==> src/rtl/alpctl_pkg.sv <==
// Shared types and opcode constants for the ALPCTL issue path.
// Commands are turned into opcodes at accept time, so the queue only carries opcodes.
package alpctl_pkg;

  localparam int OPC_W    = 10;
  localparam int ALP_REPW = 4;

  typedef enum logic [2:0] {
    CMD_NOP        = 3'd0,
    CMD_DMOVE_LD   = 3'd1,
    CMD_DMOVE_NOLD = 3'd2,
    CMD_PASS_A     = 3'd3,
    CMD_WMUX_OFF   = 3'd4,
    CMD_RAW        = 3'd5
  } alp_cmd_e;

  typedef enum logic {
    ST_IDLE  = 1'b0,
    ST_ISSUE = 1'b1
  } iss_state_e;

  localparam logic [OPC_W-1:0] OPC_NOP        = 10'h000;
  localparam logic [OPC_W-1:0] OPC_DMOVE_LD   = 10'h057;
  localparam logic [OPC_W-1:0] OPC_DMOVE_NOLD = 10'h047;
  localparam logic [OPC_W-1:0] OPC_PASS_A     = 10'h24A;
  localparam logic [OPC_W-1:0] OPC_WMUX_OFF   = 10'h260;

  typedef struct packed {
    logic [OPC_W-1:0]    opc;
    logic [ALP_REPW-1:0] rep;
  } fifo_entry_t;

  // Codes 6 and 7 have no fixed decode; they are queued as NOP and flagged.
  function automatic logic cmd_illegal(input logic [2:0] cmd);
    return cmd > CMD_RAW;
  endfunction

  function automatic logic [OPC_W-1:0] cmd_to_opc(input logic [2:0] cmd,
                                                   input logic [OPC_W-1:0] raw);
    logic [OPC_W-1:0] opc;
    case (cmd)
      CMD_DMOVE_LD:   opc = OPC_DMOVE_LD;
      CMD_DMOVE_NOLD: opc = OPC_DMOVE_NOLD;
      CMD_PASS_A:     opc = OPC_PASS_A;
      CMD_WMUX_OFF:   opc = OPC_WMUX_OFF;
      CMD_RAW:        opc = raw;
      default:        opc = OPC_NOP;
    endcase
    return opc;
  endfunction

endpackage

==> src/rtl/alpctl_cmd_fifo.sv <==
// Small synchronous FIFO for encoded ALPCTL commands.
// Full/empty come from an occupancy count; writes when full and reads when empty are ignored.
module alpctl_cmd_fifo #(
  parameter int DEPTH = 2,
  parameter int WIDTH = 14
) (
  input  logic             clk_h,
  input  logic             reset_h,
  input  logic             push_h,
  input  logic [WIDTH-1:0] din_h,
  input  logic             pop_h,
  output logic [WIDTH-1:0] head_h,
  output logic             full_h,
  output logic             empty_h
);

  localparam int AW = $clog2(DEPTH);

  logic [WIDTH-1:0] mem_q [DEPTH];
  logic [AW-1:0]    wr_q, rd_q;
  logic [AW:0]      cnt_q, cnt_d;
  logic             do_push, do_pop;

  assign full_h  = (cnt_q == (AW+1)'(DEPTH));
  assign empty_h = (cnt_q == '0);
  assign do_push = push_h & ~full_h;
  assign do_pop  = pop_h & ~empty_h;
  assign head_h  = mem_q[rd_q];

  always_comb begin
    cnt_d = cnt_q;
    case ({do_push, do_pop})
      2'b10:   cnt_d = cnt_q + (AW+1)'(1);
      2'b01:   cnt_d = cnt_q - (AW+1)'(1);
      default: cnt_d = cnt_q;
    endcase
  end

  always_ff @(posedge clk_h or posedge reset_h) begin
    if (reset_h) begin
      wr_q  <= '0;
      rd_q  <= '0;
      cnt_q <= '0;
    end else begin
      cnt_q <= cnt_d;
      if (do_push) wr_q <= wr_q + AW'(1);
      if (do_pop)  rd_q <= rd_q + AW'(1);
    end
  end

  always_ff @(posedge clk_h) begin
    if (do_push) mem_q[wr_q] <= din_h;
  end

endmodule

==> src/rtl/alpctl_issue.sv <==
// ALPCTL opcode issuer: queues microsequencer commands and drives one opcode per cycle,
// holding each for rep+1 non-stalled cycles with back-to-back commands issued without a NOP gap.
module alpctl_issue
  import alpctl_pkg::*;
#(
  parameter int DEPTH = 2,
  parameter int REPW  = ALP_REPW
) (
  input  logic             clk_h,
  input  logic             reset_h,
  input  logic             cmd_valid_h,
  output logic             cmd_ready_h,
  input  logic [2:0]       cmd_h,
  input  logic [REPW-1:0]  rep_h,
  input  logic [OPC_W-1:0] raw_h,
  input  logic             stall_h,
  output logic [OPC_W-1:0] opc_h,
  output logic             busy_h,
  output logic             last_h,
  output logic             err_h
);

  localparam int EW = OPC_W + REPW;

  iss_state_e       state_q, state_d;
  logic [REPW-1:0]  cnt_q, cnt_d;
  logic [OPC_W-1:0] opc_q, opc_d;
  logic             err_q;
  logic             accept, load;
  logic             fifo_full, fifo_empty;
  logic [EW-1:0]    fifo_din, fifo_head;

  assign cmd_ready_h = ~fifo_full;
  assign accept      = cmd_valid_h & cmd_ready_h;
  assign fifo_din    = {cmd_to_opc(cmd_h, raw_h), rep_h};

  alpctl_cmd_fifo #(
    .DEPTH (DEPTH),
    .WIDTH (EW)
  ) u_fifo (
    .clk_h   (clk_h),
    .reset_h (reset_h),
    .push_h  (accept),
    .din_h   (fifo_din),
    .pop_h   (load),
    .head_h  (fifo_head),
    .full_h  (fifo_full),
    .empty_h (fifo_empty)
  );

  always_ff @(posedge clk_h or posedge reset_h) begin
    if (reset_h) begin
      state_q <= ST_IDLE;
      cnt_q   <= '0;
      opc_q   <= OPC_NOP;
      err_q   <= 1'b0;
    end else begin
      state_q <= state_d;
      cnt_q   <= cnt_d;
      opc_q   <= opc_d;
      err_q   <= err_q | (accept & cmd_illegal(cmd_h));
    end
  end

  always_comb begin
    state_d = state_q;
    cnt_d   = cnt_q;
    opc_d   = opc_q;
    load    = 1'b0;
    case (state_q)
      ST_IDLE: begin
        opc_d = OPC_NOP;
        if (!fifo_empty && !stall_h) load = 1'b1;
      end
      ST_ISSUE: begin
        if (!stall_h) begin
          if (cnt_q != '0) begin
            cnt_d = cnt_q - REPW'(1);
          end else if (!fifo_empty) begin
            load = 1'b1;
          end else begin
            state_d = ST_IDLE;
            opc_d   = OPC_NOP;
          end
        end
      end
      default: state_d = ST_IDLE;
    endcase
    // Popping the head and loading it share one edge, which is what removes the bubble.
    if (load) begin
      state_d = ST_ISSUE;
      opc_d   = fifo_head[EW-1:REPW];
      cnt_d   = fifo_head[REPW-1:0];
    end
  end

  always_comb begin
    opc_h  = opc_q;
    err_h  = err_q;
    busy_h = (state_q == ST_ISSUE) | ~fifo_empty;
    last_h = (state_q == ST_ISSUE) & (cnt_q == '0);
  end

endmodule

==> config.mk <==
export PLATFORM = sky130hd
export DESIGN_NAME = alpctl_issue
export DESIGN_NICKNAME = d
export VERILOG_FILES = /design/src/rtl/alpctl_pkg.sv /design/src/rtl/alpctl_cmd_fifo.sv /design/src/rtl/alpctl_issue.sv
export SDC_FILE = /design/constraint.sdc
export NUM_CORES = 1
export LEC_CHECK = 0
export CAP_MARGIN = 20
export CORE_MARGIN = 5
export CORE_UTILIZATION = 40
export CTS_CLUSTER_DIAMETER = 100
export CTS_CLUSTER_SIZE = 12
export DETAILED_ROUTE_END_ITERATION = 8
export PLACE_DENSITY = 0.61
export SETUP_SLACK_MARGIN = 0.15
export SLEW_MARGIN = 20
export SYNTH_ARGS = -nofsm -noshare
export SYNTH_HDL_FRONTEND = slang
export SYNTH_HIERARCHICAL = 1
export SYNTH_SLANG_ARGS = --single-unit
==> constraint.sdc <==
create_clock -name clk_h -period 2.9 [get_ports clk_h]
set_input_delay 0.58 -clock clk_h [delete_from_list [all_inputs] [get_ports clk_h]]
set_output_delay 0.58 -clock clk_h [all_outputs]
set_load 0.02 [all_outputs]
==> run_results.csv, run 1 <==
group,metric,value,unit
critical_path,cp-start-kind,"flop",
detailed_routing,num_vias,1298,
power_and_ir_drop,power_leakage,0.00111,µW
grt,grt_pass1_wl,6660,µm
floorplanning,initial_core_util,0.415,
detailed_routing,drtPass1Iterations,4,
timing,tightest_slew,0.684,ns
synthesis,yosysTopAreaCellShare,0.392,
flow_run,max_cap_viol_count,0,
timing,hold_viol,0,
synthesis,ys_top_cells_by_area,"edfxtp_1, dfrtp_1, mux2_4",
synthesis,synth-simple-area-share,0.0839,
floorplanning,io_pins,35,
detailed_routing,postRouteAntennaNets,0,
floorplanning,fp.dieH,83.3,µm
timing,slew_viol_final,0,
detailed_routing,wl,3990,µm
clock_tree,cts-root-buf,"clkbuf_8",
layout,insertedDiodeCount,0,
timing,max_freq,376,MHz
synthesis,yosys.cell_count.top_type,"edfxtp_1",
clock_tree,cts_sinks,48,
critical_path,cp_slowest_cell,"clkdlybuf4s50_1",
synthesis,synth-adder-area-share,0.0175,
power_and_ir_drop,total_power,2430,µW
critical_path,crit_type,"reg2out",
layout,drive_above_1_share,0.164,
clock_tree,clock_latency,0.30,ns
grt,grt_max_degree,17,
critical_path,cp-end-kind,"output pin",
synthesis,synth.cell_area,2150,µm²
critical_path,cp.arrival,2.08,ns
floorplanning,row_count,26,
grt,grt_overflow,0,
placement,dp_hpwl,3040,µm
synthesis,synthTopCellsByCount,"edfxtp_1, dfrtp_1, inv_1, a22o_1",
timing,rsz0062_at_grt,"false",
synthesis,synth-seq-area-share,0.625,
hold_path,holdCritPathClass,"in2async",
clock_tree,clk_pin_slew,0.09,ns
detailed_routing,wl_per_cell,15.0,µm
layout,fin_nets,218,
synthesis,synthMuxAreaShare,0.103,
synthesis,netlist_instances,153,
synthesis,synthesis.nets,177,
synthesis,ys_ff_latch,48,
clock_tree,cts_buffers,5,
synthesis,yosysWarningCount,6,
floorplanning,fp.dieW,83.3,µm
grt,antenna_found_initial,0,
synthesis,synth_flop_cell,"edfxtp_1",
synthesis,synth.distinct_cells,35,
layout,area_delta_synth_final,25.2,%
timing,setup_viol,0,
floorplanning,design.die.area,6930,µm²
power_and_ir_drop,power_density,902,nW/µm²
critical_path,worstPathCellList,"inv_1, ha_1, or3b_4, nor2_1, clkdlybuf4s50_1",
clock_tree,clockBufferDepth,2,
clock_tree,cts_tree,"yes",
detailed_routing,drc,0,
grt,first_global_vias,1328,
floorplanning,coreArea,5170,µm²
synthesis,synth_top_family_by_area,"compound AO/OA/AOI/OAI gates",
synthesis,synth_async_sr_flop_share,0.417,
status,run_status,"finished clean",
timing,finalSetupTns,0,ns
synthesis,synth_area_leader_cell,"edfxtp_1",
synthesis,synth_edf_count,28,
grt,track_usage,0.123,
clock_tree,cts_resized,0,
clock_tree,ctsHoldBuffers,0,
power_and_ir_drop,ir_worst_vdd,343,µV
detailed_routing,viasPerCell,4.90,
clock_tree,post-cts-setup-buffers,0,
synthesis,synth_compound_area_frac,0.104,
placement,routabilityCongestion,0.781,
timing,final.min_clock_period,2.66,ns
synthesis,avgSynthCellArea,14.0,µm²
clock_tree,cts_max_level,2,
timing,fin_crit_sh,0.917,
critical_path,worstPathMaxFanout,4,
critical_path,cpPeakStageDelay,0.60,ns
timing,slew_headroom,0.544,
synthesis,synth_xor_area_frac,0.0245,
placement,io_buffer_count,34,
critical_path,crit_required,2.32,ns
detailed_routing,first_iter_violations,56,
timing,clock_skew,0.00525,ns
worst max-delay path: cells and delay by family (launching register included):
family | cells | cell delay, ns
DFF | 1 | 0.40
adders and majority gates | 1 | 0.16
and+or+nand+nor | 2 | 0.51
buffers and inverters | 2 | 0.71
path summary, 6_finish.rpt:
check                                  end     start  slack [ns]  cells after the start
min                        u_fifo/cnt_q[0]   reset_h        0.49                      2
max                                 last_h  cnt_q[0]        0.24                      5
max reg2reg                u_fifo/cnt_q[1]  cnt_q[0]        0.67                      8
min reg2reg                          err_h     err_h        0.50                      1
min in group clk_h                   err_h     err_h        0.50                      1
max in group asynchronous         cnt_q[3]   reset_h        1.77                      2
placed cells by master (no fill, tap or decap), types with 2 or more instances in the layout:
| cell type | n |
|---|---|
| nor2_1 | 9 |
| clkdlybuf4s50_1 | 34 |
| a22o_1 | 11 |
| a21o_1 | 2 |
| mux2i_1 | 3 |
| xor2_1 | 2 |
| dfrtp_1 | 20 |
| a21boi_0 | 2 |
| mux2_4 | 9 |
| nor2b_1 | 5 |
| edfxtp_1 | 28 |
| and3_1 | 3 |
| xnor2_1 | 4 |
| clkbuf_8 | 5 |
| ha_1 | 3 |
| inv_1 | 12 |
| nand2_1 | 6 |
| a21oi_1 | 3 |
| o21ai_0 | 3 |
| nand2b_1 | 4 |
| buf_4 | 6 |
| mux2_2 | 5 |
| a22oi_1 | 2 |
flip-flops by register name, summed over array words and instances, names as in the netlist:
name          count
u_fifo/mem_q     28
opc_h            10
cnt_q             4
u_fifo/cnt_q      2
err_h             1
state_q           1
u_fifo/rd_q       1
u_fifo/wr_q       1
cell type report:
class,count,area (µm²)
fill,457,2480
clock inverter,3,45.0
clock buffer,5,68.8
inverter,12,45.0
multi-input combinational,87,716
tap,70,87.6
sequential,48,1340
timing repair buffer,40,385
metal layers:
| layer | global-route usage | routed length, µm | up-vias |
|---|---|---|---|
| met2 | 0.211 | 2110 | 29 |
| li1 | - | - | 627 |
| met1 | 0.145 | 1610 | 635 |
| met5 | 0 | 0 | - |
| met4 | 0.0446 | 80 | 0 |
| met3 | 0.0376 | 184 | 7 |
per-stage QoR:
step	area, µm²	setup WS [ns]	cells	util	hold WS [ns]
after floorplan	2150	0.572	153	-	0.346
after global placement	2570	0.605	257	0.498	0.470
after detailed placement	2570	0.572	257	0.498	0.463
after CTS	2690	0.236	265	0.520	0.487
after global routing	2690	0.155	265	0.520	0.498
final	2690	0.240	265	0.520	0.492
where the power goes:
group | switching (µW) | total, µW | internal, µW
Combinational | 403 | 862 | 458
Sequential | 130 | 1080 | 948
Clock | 226 | 487 | 260
Total | 760 | 2430 | 1670
kinds of logic (layout without fill, tap and decap cells):
| group | count (synthesis) | in the layout |
|---|---|---|
| AO/OA/AOI/OAI | 28 | 28 |
| XOR/XNOR | 6 | 6 |
| adder cells (fa/ha/maj) | 3 | 3 |
| buffers and inverters | 18 | 60 |
| flip-flops | 48 | 48 |
| multiplexers | 17 | 17 |
| AND/OR/NAND/NOR | 33 | 33 |
No activity file was read; power rests on OpenSTA's default activity.
==> run 2: changes to the inputs <==
CORE_MARGIN = not set   (was 5)
MAX_ROUTING_LAYER = met4   (was not set)
PLACE_DENSITY = 0.74   (was 0.61)
==> run 2 against run 1 <==
First-iteration DRC count up 38%. Global-route usage up 3.0 points. Sequential power about the same. Final area unchanged. Maximum frequency up 16%. Highest routed layer unchanged. Worst setup slack better by 0.37 ns. Routed wire length down 5.1%. Clock skew up 0.0063 ns.
==> run_results.csv, run 2 (synthesized netlist as in run 1, its figures left out) <==
group,metric,value,unit
status,run_status,"finished clean",
grt,track_usage,0.154,
floorplanning,fp.dieW,75.3,µm
clock_tree,cts_buffers,5,
layout,seq_area,1340,µm²
timing,hold_viol,0,
layout,top_register,"u_fifo/mem_q",
floorplanning,coreArea,5140,µm²
detailed_routing,drtPass1Iterations,4,
timing,finalSetupTns,0,ns
timing,slew_headroom,0.535,
power_and_ir_drop,pwr-share-seq,0.445,
detailed_routing,postRouteAntennaNets,0,
clock_tree,clk_pin_slew,0.09,ns
clock_tree,clock_latency,0.30,ns
floorplanning,initial_core_util,0.418,
layout,post-route-util,0.523,
timing,clock_skew,0.0116,ns
clock_tree,cts_sinks,48,
critical_path,r2r-end,"u_fifo/cnt_q[1]",
timing,fin_crit_sh,0.790,
detailed_routing,wl,3780,µm
critical_path,worstPathMaxFanout,4,
placement,dp_hpwl,2660,µm
power_and_ir_drop,p_comb_frac,0.364,
detailed_routing,first_iter_violations,77,
floorplanning,design.die.area,5660,µm²
power_and_ir_drop,internal_power,1630,µW
grt,antenna_found_initial,0,
layout,finalNonFillerCells,265,
clock_tree,clockBufferDepth,2,
layout,multi_input_area,716,µm²
grt,grt_pass1_wl,5910,µm
critical_path,worstSetupEndpoint,"u_fifo/cnt_q[1]",
detailed_routing,drc,0,
layout,nFillCells,465,
critical_path,crit_required,3.12,ns
timing,final.min_clock_period,2.29,ns
timing,rsz0062_at_grt,"false",
layout,area_delta_synth_final,25.2,%
placement,dpl.cell_count,257,
critical_path,crit_type,"reg2reg",
layout,fin_nets,218,
floorplanning,row_count,26,
critical_path,cp-startpoint,"cnt_q[0]",
layout,largest_reg_flops,28,
clock_tree,post-cts-setup-buffers,0,
power_and_ir_drop,power_leakage,0.00112,µW
critical_path,r2r_slack,0.61,ns
detailed_routing,wl_per_cell,14.3,µm
power_and_ir_drop,p_clk_frac,0.191,
hold_path,holdCritPathClass,"reg2reg",
timing,setup_viol,0,
power_and_ir_drop,swShare,0.317,
layout,insertedDiodeCount,0,
detailed_routing,viasPerCell,4.85,
layout,mostFrequentLayoutCell,"clkdlybuf4s50_1",
placement,routabilityCongestion,0.738,
critical_path,cp.arrival,2.51,ns
floorplanning,io_pins,35,
critical_path,reg2reg_from,"cnt_q[0]",
power_and_ir_drop,power_density,888,nW/µm²
clock_tree,ctsHoldBuffers,0,
clock_tree,cts_tree,"yes",
critical_path,cp-start-kind,"flop",
layout,drive_above_1_share,0.164,
timing,slew_viol_final,0,
timing,max_freq,437,MHz
critical_path,r2r_cells,8,
grt,grt_overflow,0,
grt,grt_max_degree,17,
timing,hold_slack,0.498,ns
layout,final_cell_mix,"clkdlybuf4s50_1, edfxtp_1, dfrtp_1, inv_1, a22o_1",
power_and_ir_drop,ir_worst_vdd,435,µV
floorplanning,fp.dieH,75.3,µm
timing,tightest_slew,0.697,ns
clock_tree,cts-root-buf,"clkbuf_8",
grt,first_global_vias,1205,
power_and_ir_drop,switchingPower,758,µW
flow_run,max_cap_viol_count,0,
critical_path,cp-end-kind,"flop",
clock_tree,cts_max_level,2,
detailed_routing,num_vias,1285,
placement,io_buffer_count,34,
run 2: cell count changes in the layout (fill, tap and decap cells not counted), sizes merged:
| cell | change |
|---|---|
| clkinv | +2 |
| inv | -2 |
| bufinv | -1 |
| clkbuf | +1 |
| clkdlybuf4s50 | -1 |
| dlymetal6s2s | +1 |
run 2: through the flow:
step                      instance area (µm²)  setup WS, ns  total power (µW)
after floorplan                          2150         0.572              1670
after global placement                   2570         0.612              1920
after detailed placement                 2570         0.585              1960
after CTS                                2690         0.243              2420
after global routing                     2690         0.491              2530
final                                    2690         0.610              2390
run 2: power by group through the flow:
stage	registers (µW)	logic (µW)	clock network (µW)
CTS	1070	883	468
finish	1060	869	456
global placement	1070	851	0
global route	1080	942	501
detailed placement	1080	879	0
floorplan	1110	557	0
run 2: worst max-delay path: stages (launching register included):
cell      delay (ns)
dfrtp_1         0.40
inv_1           0.11
ha_1            0.16
or3b_4          0.41
a211oi_4        0.27
nor2b_2         0.25
ha_1            0.28
nor2_1          0.17
xor2_1          0.17
run 2: worst min-delay path by stage:
stage                        from         endpoint  slack [ns]  cells after the start
after floorplan           reset_h  u_fifo/cnt_q[0]        0.35                      1
after global placement      err_h            err_h        0.47                      1
after detailed placement    err_h            err_h        0.45                      1
after CTS                   err_h            err_h        0.49                      1
after global routing        err_h            err_h        0.52                      1
final                       err_h            err_h        0.50                      1
run 2: layout make-up:
cell class,count,share of cell area
clock buffers,6,0.0349
clock inverters,2,0.00651
inverters,12,0.0168
multi-input cells,87,0.266
flip-flops and latches,48,0.499
well taps,70,0.0326
repair buffers,40,0.144
run 2: layer usage:
| metal | GRT usage | vias up | part of all wire |
|---|---|---|---|
| li1 | - | 625 | - |
| met1 | 0.198 | 619 | 0.46 |
| met2 | 0.235 | 35 | 0.47 |
| met3 | 0.0402 | 6 | 0.045 |
| met4 | 0.0556 | 0 | 0.016 |
| met5 | - | - | 0 |
run 2: what timing repair did:
item,in CTS,in global routing
hold endpoints to repair,0,0
endpoints found under the setup margin,0,1
resized for setup,0,1
